===== config.mk =====
export PLATFORM = sky130hd
export DESIGN_NAME = conv_seq
export DESIGN_NICKNAME = d
export VERILOG_FILES = /design/src/rtl/conv_seq.sv
export SDC_FILE = /design/constraint.sdc
export NUM_CORES = 1
export LEC_CHECK = 0
export BUFFER_PORTS_ARGS = -buffer_cell sky130_fd_sc_hd__buf_2
export CAP_MARGIN = 10
export CELL_PAD_IN_SITES_DETAIL_PLACEMENT = 0
export CELL_PAD_IN_SITES_GLOBAL_PLACEMENT = 1
export CORE_MARGIN = 8
export CORE_UTILIZATION = 40
export CTS_BUF_LIST = sky130_fd_sc_hd__clkbuf_8 sky130_fd_sc_hd__clkbuf_16
export DETAILED_ROUTE_END_ITERATION = 12
export MAX_ROUTING_LAYER = met4
export PLACE_DENSITY_LB_ADDON = 0.1
export SLEW_MARGIN = 20
export SYNTH_ARGS = -nofsm -noshare
export SYNTH_HDL_FRONTEND = slang
export SYNTH_SLANG_ARGS = --single-unit

===== constraint.sdc =====
create_clock -name clk -period 4.1 [get_ports clk]
set_input_delay 0 -clock clk [delete_from_list [all_inputs] [get_ports clk]]
set_output_delay 0 -clock clk [all_outputs]
set_load 0.005 [all_outputs]

===== src/rtl/conv_seq.sv =====
// conv_seq -- convolution loop sequencer for the tiny_dnn_core array.
//
// Walks output pixels (y outer, x), input channels (c) and kernel taps
// (ky, kx innermost). For every pixel it emits one k_init pulse, then
// N = id*kh*kw consecutive exec cycles carrying the src address ia and
// weight address wa, then one k_fin pulse. The next pixel's k_init waits
// while out_busy is high (checked only in WAIT and FIN).
//
// Ports:
//   clk, rst          clock, synchronous active-high reset
//   start             begin one sample (accepted only in IDLE)
//   backprop          rotated-kernel weight order, latched at start
//   out_busy          output drain busy, stalls the next pixel
//   id, is, iw        input channel count, channel stride, input width
//   oh, ow            output height / width
//   kh, kw, ks        kernel height / width, kernel stride per channel
//   busy, done        sample in progress / end-of-sample pulse
//   k_init, exec      accumulator clear pulse / accumulate strobe
//   ia, wa            src buffer address / weight address (0 when idle)
//   k_fin             pulse after the last exec of a pixel
//
// Build option: CONV_SEQ_BACKPROP_EN -- when defined, a latched backprop=1
// replaces the tap index t with ks-1-t on wa (kernel rotated 180 degrees).
// When undefined the backprop port is ignored.
//
// All addresses are built from running sums; no multiplier is used.

module conv_seq #(
    parameter int IA_W = 12,
    parameter int WA_W = 10
) (
    input  logic            clk,
    input  logic            rst,
    input  logic            start,
    input  logic            backprop,
    input  logic            out_busy,
    input  logic [3:0]      id,
    input  logic [9:0]      is,
    input  logic [4:0]      iw,
    input  logic [4:0]      oh,
    input  logic [4:0]      ow,
    input  logic [4:0]      kh,
    input  logic [4:0]      kw,
    input  logic [9:0]      ks,
    output logic            busy,
    output logic            done,
    output logic            k_init,
    output logic            exec,
    output logic [IA_W-1:0] ia,
    output logic [WA_W-1:0] wa,
    output logic            k_fin
);

    typedef enum logic [2:0] {
        S_IDLE, S_WAIT, S_INIT, S_EXEC, S_FIN, S_DONE
    } state_t;

    state_t state_q, state_d;

    // Latched dimensions
    logic [3:0] id_q, id_d;
    logic [9:0] is_q, is_d, ks_q, ks_d;
    logic [4:0] iw_q, iw_d, oh_q, oh_d, ow_q, ow_d, kh_q, kh_d, kw_q, kw_d;

    // Loop counters; the tap counters point at the tap issued next
    logic [4:0] y_q, y_d, x_q, x_d, ky_q, ky_d, kx_q, kx_d;
    logic [3:0] c_q, c_d;
    logic [9:0] t_q, t_d;

    // Running address terms:
    //   row_base = y*iw, pix_off = y*iw + x, tap_row = ky*iw,
    //   chan_base = c*is, wchan = c*ks
    logic [IA_W-1:0] row_base_q, row_base_d, pix_off_q, pix_off_d;
    logic [IA_W-1:0] tap_row_q, tap_row_d, chan_base_q, chan_base_d;
    logic [WA_W-1:0] wchan_q, wchan_d;

    // Set when the tap just issued was the last one of the pixel
    logic last_q, last_d;

    logic            busy_q, busy_d, done_q, done_d, k_init_q, k_init_d;
    logic            exec_q, exec_d, k_fin_q, k_fin_d;
    logic [IA_W-1:0] ia_q, ia_d;
    logic [WA_W-1:0] wa_q, wa_d, tap_sel;
    logic            issue;

`ifdef CONV_SEQ_BACKPROP_EN
    logic bp_q, bp_d;
`else
    logic unused_backprop;
    assign unused_backprop = backprop;
`endif

    always_comb begin
        state_d     = state_q;
        id_d        = id_q;
        is_d        = is_q;
        ks_d        = ks_q;
        iw_d        = iw_q;
        oh_d        = oh_q;
        ow_d        = ow_q;
        kh_d        = kh_q;
        kw_d        = kw_q;
        y_d         = y_q;
        x_d         = x_q;
        c_d         = c_q;
        ky_d        = ky_q;
        kx_d        = kx_q;
        t_d         = t_q;
        row_base_d  = row_base_q;
        pix_off_d   = pix_off_q;
        tap_row_d   = tap_row_q;
        chan_base_d = chan_base_q;
        wchan_d     = wchan_q;
        last_d      = 1'b0;
        issue       = 1'b0;
        exec_d      = 1'b0;
        ia_d        = '0;
        wa_d        = '0;
`ifdef CONV_SEQ_BACKPROP_EN
        bp_d        = bp_q;
        tap_sel     = bp_q ? WA_W'(ks_q - 10'd1 - t_q) : WA_W'(t_q);
`else
        tap_sel     = WA_W'(t_q);
`endif

        case (state_q)
            S_IDLE: begin
                if (start) begin
                    id_d        = id;
                    is_d        = is;
                    ks_d        = ks;
                    iw_d        = iw;
                    oh_d        = oh;
                    ow_d        = ow;
                    kh_d        = kh;
                    kw_d        = kw;
`ifdef CONV_SEQ_BACKPROP_EN
                    bp_d        = backprop;
`endif
                    y_d         = '0;
                    x_d         = '0;
                    c_d         = '0;
                    ky_d        = '0;
                    kx_d        = '0;
                    t_d         = '0;
                    row_base_d  = '0;
                    pix_off_d   = '0;
                    tap_row_d   = '0;
                    chan_base_d = '0;
                    wchan_d     = '0;
                    if (oh == 5'd0 || ow == 5'd0 || id == 4'd0 ||
                        kh == 5'd0 || kw == 5'd0)
                        state_d = S_DONE;
                    else
                        state_d = S_WAIT;
                end
            end
            S_WAIT: begin
                if (!out_busy)
                    state_d = S_INIT;
            end
            S_INIT: begin
                state_d = S_EXEC;
                issue   = 1'b1;
            end
            S_EXEC: begin
                if (last_q)
                    state_d = S_FIN;
                else
                    issue = 1'b1;
            end
            S_FIN: begin
                if (y_q == oh_q - 5'd1 && x_q == ow_q - 5'd1) begin
                    state_d = S_DONE;
                end else begin
                    // Tap counters already wrapped to 0 on the last tap;
                    // only the channel terms need rewinding.
                    c_d         = '0;
                    chan_base_d = '0;
                    wchan_d     = '0;
                    if (x_q != ow_q - 5'd1) begin
                        x_d       = x_q + 5'd1;
                        pix_off_d = pix_off_q + 1'b1;
                    end else begin
                        x_d        = '0;
                        y_d        = y_q + 5'd1;
                        row_base_d = row_base_q + IA_W'(iw_q);
                        pix_off_d  = row_base_q + IA_W'(iw_q);
                    end
                    state_d = out_busy ? S_WAIT : S_INIT;
                end
            end
            S_DONE:  state_d = S_IDLE;
            default: state_d = S_IDLE;
        endcase

        if (issue) begin
            exec_d = 1'b1;
            ia_d   = chan_base_q + pix_off_q + tap_row_q + IA_W'(kx_q);
            wa_d   = wchan_q + tap_sel;
            last_d = (c_q == id_q - 4'd1) && (ky_q == kh_q - 5'd1) &&
                     (kx_q == kw_q - 5'd1);
            if (kx_q != kw_q - 5'd1) begin
                kx_d = kx_q + 5'd1;
                t_d  = t_q + 10'd1;
            end else begin
                kx_d = '0;
                if (ky_q != kh_q - 5'd1) begin
                    ky_d      = ky_q + 5'd1;
                    tap_row_d = tap_row_q + IA_W'(iw_q);
                    t_d       = t_q + 10'd1;
                end else begin
                    ky_d        = '0;
                    tap_row_d   = '0;
                    t_d         = '0;
                    c_d         = c_q + 4'd1;
                    chan_base_d = chan_base_q + IA_W'(is_q);
                    wchan_d     = wchan_q + WA_W'(ks_q);
                end
            end
        end

        busy_d   = (state_d != S_IDLE);
        done_d   = (state_d == S_DONE);
        k_init_d = (state_d == S_INIT);
        k_fin_d  = (state_d == S_FIN);
    end

    always_ff @(posedge clk) begin
        if (rst) begin
            state_q     <= S_IDLE;
            id_q        <= '0;
            is_q        <= '0;
            ks_q        <= '0;
            iw_q        <= '0;
            oh_q        <= '0;
            ow_q        <= '0;
            kh_q        <= '0;
            kw_q        <= '0;
            y_q         <= '0;
            x_q         <= '0;
            c_q         <= '0;
            ky_q        <= '0;
            kx_q        <= '0;
            t_q         <= '0;
            row_base_q  <= '0;
            pix_off_q   <= '0;
            tap_row_q   <= '0;
            chan_base_q <= '0;
            wchan_q     <= '0;
            last_q      <= 1'b0;
            busy_q      <= 1'b0;
            done_q      <= 1'b0;
            k_init_q    <= 1'b0;
            exec_q      <= 1'b0;
            k_fin_q     <= 1'b0;
            ia_q        <= '0;
            wa_q        <= '0;
`ifdef CONV_SEQ_BACKPROP_EN
            bp_q        <= 1'b0;
`endif
        end else begin
            state_q     <= state_d;
            id_q        <= id_d;
            is_q        <= is_d;
            ks_q        <= ks_d;
            iw_q        <= iw_d;
            oh_q        <= oh_d;
            ow_q        <= ow_d;
            kh_q        <= kh_d;
            kw_q        <= kw_d;
            y_q         <= y_d;
            x_q         <= x_d;
            c_q         <= c_d;
            ky_q        <= ky_d;
            kx_q        <= kx_d;
            t_q         <= t_d;
            row_base_q  <= row_base_d;
            pix_off_q   <= pix_off_d;
            tap_row_q   <= tap_row_d;
            chan_base_q <= chan_base_d;
            wchan_q     <= wchan_d;
            last_q      <= last_d;
            busy_q      <= busy_d;
            done_q      <= done_d;
            k_init_q    <= k_init_d;
            exec_q      <= exec_d;
            k_fin_q     <= k_fin_d;
            ia_q        <= ia_d;
            wa_q        <= wa_d;
`ifdef CONV_SEQ_BACKPROP_EN
            bp_q        <= bp_d;
`endif
        end
    end

    assign busy   = busy_q;
    assign done   = done_q;
    assign k_init = k_init_q;
    assign exec   = exec_q;
    assign ia     = ia_q;
    assign wa     = wa_q;
    assign k_fin  = k_fin_q;

endmodule


-- Yosys cells after proc, flatten, opt, wreduce, memory -nomap -nowiden
Cells that the tools add are included.
- register bits: 172
- input bits: 54
- output and inout bits: 27
- logic and storage cells: 149
- add/sub/neg operators: 20
- equal/unequal tests: 18
- muxes and demuxes: 60
- bitwise gates (word level): 1
- reductions and logical operators: 22
- operator list (cell ; count):
    2-to-1 mux 12 bit ; 15
    2-to-1 mux 10 bit ; 10
    case mux 12 bit (2 select lines) ; 3
    2-to-1 mux 5 bit ; 13
    adder 12 x 5 -> 12 bit ; 3
    adder 12 bit ; 2
    adder 10 bit ; 2
    adder 5 x 1 -> 5 bit (second input constant) ; 4
    == test 5 bit ; 4
    zero test 5 bit ; 4
    2-to-1 mux 4 bit ; 5
    case mux 10 bit (2 select lines) ; 1
    case mux 5 bit (2 select lines) ; 2
    subtractor 5 x 1 -> 5 bit (second input constant) ; 4
    2-to-1 mux 3 bit ; 5
    != test 5 bit ; 3
    case mux 3 bit (5 select lines) ; 1
    adder 12 x 1 -> 12 bit (second input constant) ; 1
    adder 12 x 10 -> 12 bit ; 1
    adder 10 x 1 -> 10 bit (second input constant) ; 1
    == test 3 x 2 -> 1 bit (second input constant) ; 3
    == test 3 bit (second input constant) ; 3
    case mux 4 bit (2 select lines) ; 1
    != test 2 bit (second input constant) ; 3
    other kinds (18) ; 27

-- Depth between registers and ports, before layout
Gate-level depths: netlist (run 1).
- depth in word-level cells: 9
- gate-level depth with buffers: 12
- gate-level depth less buffers: 12

-- Least setup slack after synthesis (run 1)
OpenSTA, ideal clock, no wires.
- path kind: flip-flop to flip-flop
- start point: reg kx_q[1]
- end point: reg ia_q[11] (netlist: ia[11])
- setup time: 128 ps
- arrival: 3075 ps
- data required time: 3972 ps
- setup slack: 898 ps
- stages on the path, launching flop included: 13
- buffers on the path: 0
- period minus slack after synthesis: 3202 ps
- cell sequence: dfxtp_1 inv_1 fa_1 fa_1 inv_1 ha_1 fa_1 a21oi_1 o211ai_1 o41ai_1 o21ai_0 xnor2_1 nor2_1
- word-level cells in the longest chain between the ends: 1
- ends and longest elaborated chain (item ; line ; source):
    start, declared ; 66 ; logic [4:0] y_q, y_d, x_q, x_d, ky_q, ky_d, kx_q, kx_d;
    start signal, assigned ; 276 ; kx_q <= kx_d;
    adder 12 x 5 -> 12 bit ; 199 ; ia_d = chan_base_q + pix_off_q + tap_row_q + IA_W'(kx_q);
    end signal, assigned ; 289 ; ia_q <= ia_d;
    end, declared ; 82 ; logic [IA_W-1:0] ia_q, ia_d;
No other way between the ends.
A chain may end at the register's enable or synchronous reset.

-- Worst setup path in the final report (run 1)
Same ends and word-level chain as after synthesis.

==> flow_summary.toml, run 1 <==
[yosys]
syn_inst = 1209
yosysWarnings = 0
avgSynthCellArea_um2 = 8.441
synth.distinct_cells = 86
synthArstFlopShare = 0
synth_edf_count = 0
ys.flop_type = "dfxtp_1"
ys_seq_area_frac = 0.3374
ys_ff_latch = 172
syn_area_um2 = 10200
synth_fp_nets = 1351

[timing]
worst-slew-pin-transition_ns = 0.9933
rsz0062_at_grt = "false"
slew_headroom = 0.3327
period_needed_ns = 3.510
max_freq_mhz = 284.9
setup_violations = 0
drv_slew = 0
setup_ws_ns = 0.5902
finalCritPeriodShare = 0.8561
fin_setup_tns_ns = 0
hold_violations = 0
skew_ns = 0.01965

[outcome]
outcome = "finished, final reports clean"

[floorplan]
core_area_um2 = 25110
ioPinCount = 81
rows = 58
dieArea_um2 = 30880
initial_core_util = 0.4064
die_y_um = 175.7
die_x_um = 175.7

[finish]
final_core_util = 0.4782
fillers = 2540
final_common_cell = "nand2_1"
area_growth_pct = 17.66
nNetsFinal = 1462
layout_common_cells = "nand2_1, dfxtp_1, a21oi_1"
num_antenna_cells = 0
instances_no_fill = 1663
drive_above_1_share = 0.1200

[grt]
overflow = 0
grt_max_degree = 77
grt_pass1_vias = 8758
grt_pass1_wl_um = 45640
antenna_found_initial = 0
grt_use_total = 0.1881

[power]
powerDensity_nw_per_um2 = 338.9
design_power_total_w = 0.004069
ir_drop_uv = 244.2
p_leak_nw = 4.893

[placement]
place.gp.congestion = 0.8313
place_ws_ns = 0.5963
dp.cells = 1581
io_buffer_count = 79
dp_hpwl_um = 20500

[critical_path]
crit_path_max_fanout = 4
crit_arrival_ns = 3.83
worstPathRequired_ns = 4.42
r2r_slack_ns = 0.59
end_kind = "register"
criticalPathCategory = "register to register"
start_kind = "register"

[clock_network]
cts_setup_buffers = 0
ctsHtreeMaxLevel = 4
clkSlewWorstSetupHoldPaths_ns = 0.07
cts_tree = "done"
root_buffer = "clkbuf_16"
cts_inserted_buffers = 17
clk_latency_ns = 0.44
clock-sinks = 172
clockBufferDepth = 2

[worst_hold_path]
hp-class = "input port to register"

[route]
routedWlPerCell_um = 16.86
viasPerCell = 5.347
first_pass_iters = 5
vias = 8892
post-route-drc-count = 0
ant_nets = 0
drt-initial-drc-count = 409
routed_wl_um = 28030

[job]
cap_violations = 0
logic make-up (layout without fill, tap and decap cells):
group,count (synthesis),count (layout),share of synthesized area
DFF,172,172,0.3374
buffers and inverters,113,237,0.04524
AOI/OAI and AO/OA,288,288,0.1859
adders and majority gates,88,88,0.1233
xor gates and xnor gates,82,82,0.07185
muxes,20,20,0.01974
and+or+nand+nor,446,446,0.2165
synth_stat cells (5+ instances only):
master       n  share of area
nor3_1      24          0.012
and3_1      15         0.0092
a211oi_1     9         0.0066
nand3_1     52          0.026
or3_1        8         0.0049
nor4_1       6         0.0037
clkbuf_1    27         0.0099
a21o_1      13         0.0096
nand4_1     14         0.0086
buf_1        5         0.0018
nand3b_1    12         0.0088
a21oi_1    102          0.050
ha_1        67          0.082
a31oi_1     19          0.012
or2_2       10         0.0061
o21ai_0     43          0.021
mux2i_1     19          0.019
nand2_1    184          0.068
a2111o_1     5         0.0055
inv_1       60          0.022
or4_1        6         0.0044
o211ai_1    10         0.0074
buf_2       13         0.0064
nor2_1      62          0.023
nand2b_1    11         0.0067
o21a_1       7         0.0051
xnor2_1     50          0.043
and2_1       5         0.0031
o22ai_1      8         0.0049
fa_1        21          0.041
xor2_1      31          0.027
o41ai_1      9         0.0077
o2111ai_1    5         0.0043
nor2b_1      7         0.0043
dfxtp_1    172           0.34
a22oi_1      9         0.0066
metal layers:
metal  up-vias  track usage  part of all wire
met5         -            -                 0
met4         0      0.05652             0.015
met3        22      0.03178             0.029
met2       132       0.3258              0.50
met1      4206       0.2199              0.46
li1       4532            -                 -
power by group:
group          internal [W]  total, W  switching [W]
registers           0.00172   0.00178      0.0000587
clock network      0.000971   0.00172       0.000747
logic              0.000224  0.000569       0.000345
total               0.00292   0.00407        0.00115
sequential cells by signal (all words and copies together), names as in the netlist, 10 cells and up:
| signal | count |
|---|---|
| chan_base_q | 12 |
| ia | 12 |
| is_q | 10 |
| ks_q | 10 |
| pix_off_q | 12 |
| row_base_q | 12 |
| t_q | 10 |
| tap_row_q | 12 |
| wa | 10 |
| wchan_q | 10 |
metrics by stage:
step / cell area [um2] / hold slack, ns
finish: 12010 / 0.1517
detailed placement: 10890 / 0.2470
global placement: 10890 / 0.2436
floorplan: 10200 / 0.1360
CTS: 12000 / 0.1150
global route: 12010 / 0.1301
timing repair:
action	in CTS	in global routing
hold buffers	50	0
endpoints found under the hold margin	51	0
resized for setup	0	0
layout make-up:
class	instances	area (um2)	area share
clock buffer	17	425.4	0.03543
clock inverter	15	187.7	0.01563
inverter	63	236.5	0.01970
multi-input combinational	924	6307	0.5253
sequential	172	3443	0.2868
tap	330	412.9	0.03439
timing repair buffer	142	993.5	0.08274
path summary, 6_finish.rpt:
check	to	from	cells past startpoint
hold reg to reg	ks_q[3]$_SDFFE_PP0P_	ks_q[3]$_SDFFE_PP0P_	2
setup / recovery	ia[11]$_SDFF_PP0_	kx_q[1]$_SDFFE_PP0P_	12
setup reg to reg	ia[11]$_SDFF_PP0_	kx_q[1]$_SDFFE_PP0P_	12
hold / removal	tap_row_q[4]$_SDFF_PP0_	rst	2
worst max-delay path, cell delays in order (launching register included):
cell	delay, ns
dfxtp_1	0.40
inv_1	0.10
fa_1	0.51
fa_1	0.53
inv_1	0.04
ha_1	0.21
fa_1	0.40
a21oi_1	0.21
o211ai_1	0.16
o41ai_1	0.43
o21ai_0	0.20
xnor2_1	0.17
nor2_1	0.05
No activity file was read; power rests on OpenSTA's default activity.
==> inputs of run 2 (changes only) <==
MAX_ROUTING_LAYER = unset   (was met4)
==> run 2 against run 1 <==
Clock skew down 0.00075 ns. Largest power group unchanged. Final cell count unchanged. Critical path depth unchanged. Sequential share of layout area unchanged. Combinational power about the same. Register-to-register slack about the same. Maximum frequency about the same. Final area unchanged. Routed wire length down 0.14%. Worst hold slack worse by 0.014 ns. Setup slack worse by 0.0022 ns.
==> flow_summary.toml, run 2 (synthesized netlist as in run 1, its figures left out) <==
[outcome]
outcome = "finished, final reports clean"

[finish]
final_area_um2 = 12010
drive_above_1_share = 0.1200
instances_no_fill = 1663
final_common_cell = "nand2_1"
num_antenna_cells = 0
regArea_um2 = 3443
multi_input_area_um2 = 6307
layout_common_cells = "nand2_1, dfxtp_1, a21oi_1"
fillers = 2540
area_growth_pct = 17.66
nNetsFinal = 1462

[floorplan]
ioPinCount = 81
core_area_um2 = 25110
initial_core_util = 0.4064
rows = 58
dieArea_um2 = 30880
die_y_um = 175.7
die_x_um = 175.7

[grt]
use_met3 = 0.03414
met1_usage = 0.2190
grt_max_degree = 77
grtUsageMet2 = 0.3255
grt_busiest_layer = "met2"
antenna_found_initial = 0
grt_pass1_vias = 8750
grt_use_total = 0.1833
overflow = 0
grt_pass1_wl_um = 45670

[clock_network]
cts_inserted_buffers = 17
ctsHtreeMaxLevel = 4
cts_tree = "done"
hold_buffers = 50
cts_resized = 0
clkSlewWorstSetupHoldPaths_ns = 0.07
cts_setup_buffers = 0
root_buffer = "clkbuf_16"
clockBufferDepth = 2
clock-sinks = 172
clk_latency_ns = 0.45

[timing]
setup_violations = 0
period_needed_ns = 3.512
max_freq_mhz = 284.7
finalCritPeriodShare = 0.8566
worst-slew-pin-transition_ns = 0.9822
rsz0062_at_grt = "false"
fin_setup_tns_ns = 0
skew_ns = 0.01890
slew_headroom = 0.3401
hold_violations = 0
drv_slew = 0
hold_slack_ns = 0.1374

[critical_path]
worstPathRequired_ns = 4.43
crit_path_max_fanout = 4
criticalPathCategory = "register to register"
crit_top_cell = "fa_1"
r2r_slack_ns = 0.59
reg2reg_depth = 12
reg2reg_from = "kx_q[1]$_SDFFE_PP0P_"
end_kind = "register"
crit_arrival_ns = 3.84
cp_slowest_stage_delay_ns = 0.53
worstPathCellList = "inv_1, fa_1, fa_1, inv_1, ha_1, fa_1, a21oi_1, o211ai_1, o41ai_1, o21ai_0, xnor2_1, nor2_1"
cp_num_buf_inv = 2
start_kind = "register"
cp_top_family = "adder cells"
crit_path_top_delay_cell = "fa_1"
r2r_end = "ia[11]$_SDFF_PP0_"

[route]
routed_wl_um = 27990
drt-initial-drc-count = 407
viasPerCell = 5.333
first_pass_iters = 5
ant_nets = 0
routedWlPerCell_um = 16.83
post-route-drc-count = 0
vias = 8868

[job]
cap_violations = 0

[worst_hold_path]
hold-path-cell-count = 2
hp-class = "input port to register"
min_to = "tap_row_q[2]$_SDFF_PP0_"
hp-start = "rst"

[power]
p_leak_nw = 4.893
powerDensity_nw_per_um2 = 339.2
ir_drop_uv = 248.7

[placement]
place.gp.congestion = 0.8208
placedInstanceArea_um2 = 10890
io_buffer_count = 79
dp.cells = 1581
dp_hpwl_um = 20500
run 2: area by class of cell:
class,instances,share of cell area
Inverter,63,0.01970
Clock inverter,15,0.01563
Multi-Input combinational cell,924,0.5253
Tap cell,330,0.03439
Sequential cell,172,0.2868
Timing Repair Buffer,142,0.08274
Clock buffer,17,0.03543
run 2: worst register-to-register path, cell delays in order (launching register included):
cell	delay, ns
dfxtp_1	0.39
inv_1	0.10
fa_1	0.51
fa_1	0.53
inv_1	0.04
ha_1	0.21
fa_1	0.40
a21oi_1	0.21
o211ai_1	0.16
o41ai_1	0.43
o21ai_0	0.20
xnor2_1	0.17
nor2_1	0.05
run 2: worst max-delay path by stage:
| stage | from | end | slack (ns) | cells past startpoint |
|---|---|---|---|---|
| floorplan | kx_q[1]$_SDFFE_PP0P_ | ia[11]$_SDFF_PP0_ | 0.90 | 12 |
| global placement | kx_q[1]$_SDFFE_PP0P_ | ia[11]$_SDFF_PP0_ | 0.63 | 12 |
| detailed placement | kx_q[1]$_SDFFE_PP0P_ | ia[11]$_SDFF_PP0_ | 0.60 | 12 |
| CTS | kx_q[1]$_SDFFE_PP0P_ | ia[11]$_SDFF_PP0_ | 0.56 | 12 |
| global route | kx_q[1]$_SDFFE_PP0P_ | ia[11]$_SDFF_PP0_ | 0.26 | 12 |
| finish | kx_q[1]$_SDFFE_PP0P_ | ia[11]$_SDFF_PP0_ | 0.59 | 12 |
run 2: routing by layer:
layer  vias to the layer above  routed length, um
met5                         -                  0
met4                         0                457
met3                        26                831
met2                       126              13890
met1                      4183              12810
li1                       4533                  -
run 2: metrics by stage:
step	utilization	worst slack [ns]	power (W)
after global placement	0.4336	0.6293	0.002353
after floorplan	-	0.8975	0.002189
after CTS	0.4779	0.5626	0.004119
final	0.4782	0.5880	0.004073
after global routing	0.4782	0.2619	0.004252
after detailed placement	0.4336	0.5963	0.002355
run 2: power breakdown:
group          internal [W]  switching (W)
sequential          0.00172      0.0000584
combinational      0.000224       0.000344
clock              0.000971       0.000752
==> inputs of run 3 (changes only) <==
CAP_MARGIN = 20   (was 10)
PLACE_DENSITY = 0.8   (was unset)
PLACE_DENSITY_LB_ADDON = unset   (was 0.1)
==> run 3 against run 2 <==
Total power fell by 4.7%. Largest power group unchanged. Core utilization fell by 0.31 points. Setup slack improved by 0.046 ns. Flip-flop and latch count did not move. Worst hold slack got worse by 0.032 ns.
==> flow_summary.toml, run 3 (synthesized netlist as in run 1, its figures left out) <==
[finish]
layout_common_cells = "nand2_1, dfxtp_1, a21oi_1"
final_core_util = 0.4750
num_antenna_cells = 0
area_growth_pct = 16.88
nNetsFinal = 1460
final_common_cell = "nand2_1"
drive_above_1_share = 0.1180

[route]
drt-initial-drc-count = 424
routedWlPerCell_um = 16.23
first_pass_iters = 5
ant_nets = 0
viasPerCell = 5.432
post-route-drc-count = 0
vias = 9022
routed_wl_um = 26950

[clock_network]
clk_latency_ns = 0.43
cts_setup_buffers = 0
clkSlewWorstSetupHoldPaths_ns = 0.07
ctsHtreeMaxLevel = 4
clockBufferDepth = 2
cts_resized = 0
hold_buffers = 50
cts_inserted_buffers = 17
root_buffer = "clkbuf_16"
cts_tree = "done"
clock-sinks = 172

[grt]
antenna_found_initial = 0
grt_pass1_wl_um = 43640
overflow = 0
grt_use_total = 0.1729
grt_max_degree = 77
grt_pass1_vias = 8565

[job]
cap_violations = 0

[timing]
setup_violations = 0
rsz0062_at_grt = "false"
worst-slew-pin-transition_ns = 1.021
drv_slew = 0
slew_headroom = 0.3159
period_needed_ns = 3.466
fin_setup_tns_ns = 0
max_freq_mhz = 288.5
finalCritPeriodShare = 0.8454
hold_violations = 0
skew_ns = 0.01078

[placement]
place.gp.congestion = 0.8356
dp_hpwl_um = 19570
io_buffer_count = 79

[critical_path]
reg2reg_depth = 12
critPathCapture = "ia[11]$_SDFF_PP0_"
r2r_end = "ia[11]$_SDFF_PP0_"
critPathLaunch = "kx_q[1]$_SDFFE_PP0P_"
crit_arrival_ns = 3.78
reg2reg_from = "kx_q[1]$_SDFFE_PP0P_"
start_kind = "register"
criticalPathCategory = "register to register"
worstPathRequired_ns = 4.42
r2r_slack_ns = 0.63
end_kind = "register"
crit_path_max_fanout = 4

[outcome]
outcome = "finished, final reports clean"

[floorplan]
core_area_um2 = 25110
dieArea_um2 = 30880
rows = 58
die_y_um = 175.7
ioPinCount = 81
initial_core_util = 0.4064
die_x_um = 175.7

[power]
ir_drop_uv = 253.9
p_leak_nw = 4.859
design_power_total_w = 0.003882
powerDensity_nw_per_um2 = 325.5

[worst_hold_path]
hp-class = "input port to register"
## run 3: through the flow
step           instances  setup WS [ns]  hold slack [ns]  cell area [um2]
2_1_floorplan       1209         0.8975           0.1360            10200
3_3_place_gp        1579         0.6779           0.2449            10870
3_5_place_dp        1579         0.6575           0.2479            10870
4_1_cts             1661         0.6106          0.09657            11930
5_1_grt             1661         0.3394           0.1179            11930
6_report            1661         0.6339           0.1052            11930
## run 3: layer usage
metal | global-route usage | part of all wire | up-vias
li1 | - | - | 4529
met1 | 0.2166 | 0.46 | 4281
met2 | 0.2955 | 0.48 | 179
met3 | 0.03414 | 0.038 | 33
met4 | 0.05051 | 0.020 | 0
met5 | 0 | 0 | -
## run 3: final cells by class
type	count	area, um2
well taps	330	412.9
inverters	63	236.5
repair buffers	140	978.4
fillers	2501	13180
flip-flops and latches	172	3443
clock inverters	12	88.84
multi-input cells	924	6301
clock buffers	20	466.7
## run 3: report_power, final
group,switching (W),internal [W]
Clock,0.000719,0.000827
Combinational,0.000336,0.000221
Sequential,0.0000553,0.00172
Total,0.00111,0.00277
## run 3: worst max-delay path, stage by stage, from the launching register on
cell and delay [ns]:
dfxtp_1 0.39, inv_1 0.10, fa_1 0.51, fa_1 0.52, inv_1 0.04, ha_1 0.21
fa_1 0.40, a21oi_1 0.20, o211ai_1 0.15, o41ai_1 0.40, o21ai_0 0.19, xnor2_1 0.17
nor2_1 0.05
## run 3: how the worst min path moves through the flow
stage / endpoint / start / cells past startpoint
global placement: ks_q[0]$_SDFFE_PP0P_ / ks[0] / 3
global route: x_q[1]$_SDFFE_PP0P_ / rst / 3
finish: t_q[0]$_SDFFE_PP0P_ / rst / 3
detailed placement: ks_q[3]$_SDFFE_PP0P_ / ks[3] / 3
CTS: t_q[0]$_SDFFE_PP0P_ / rst / 3
floorplan: is_q[0]$_SDFFE_PP0P_ / is[0] / 2
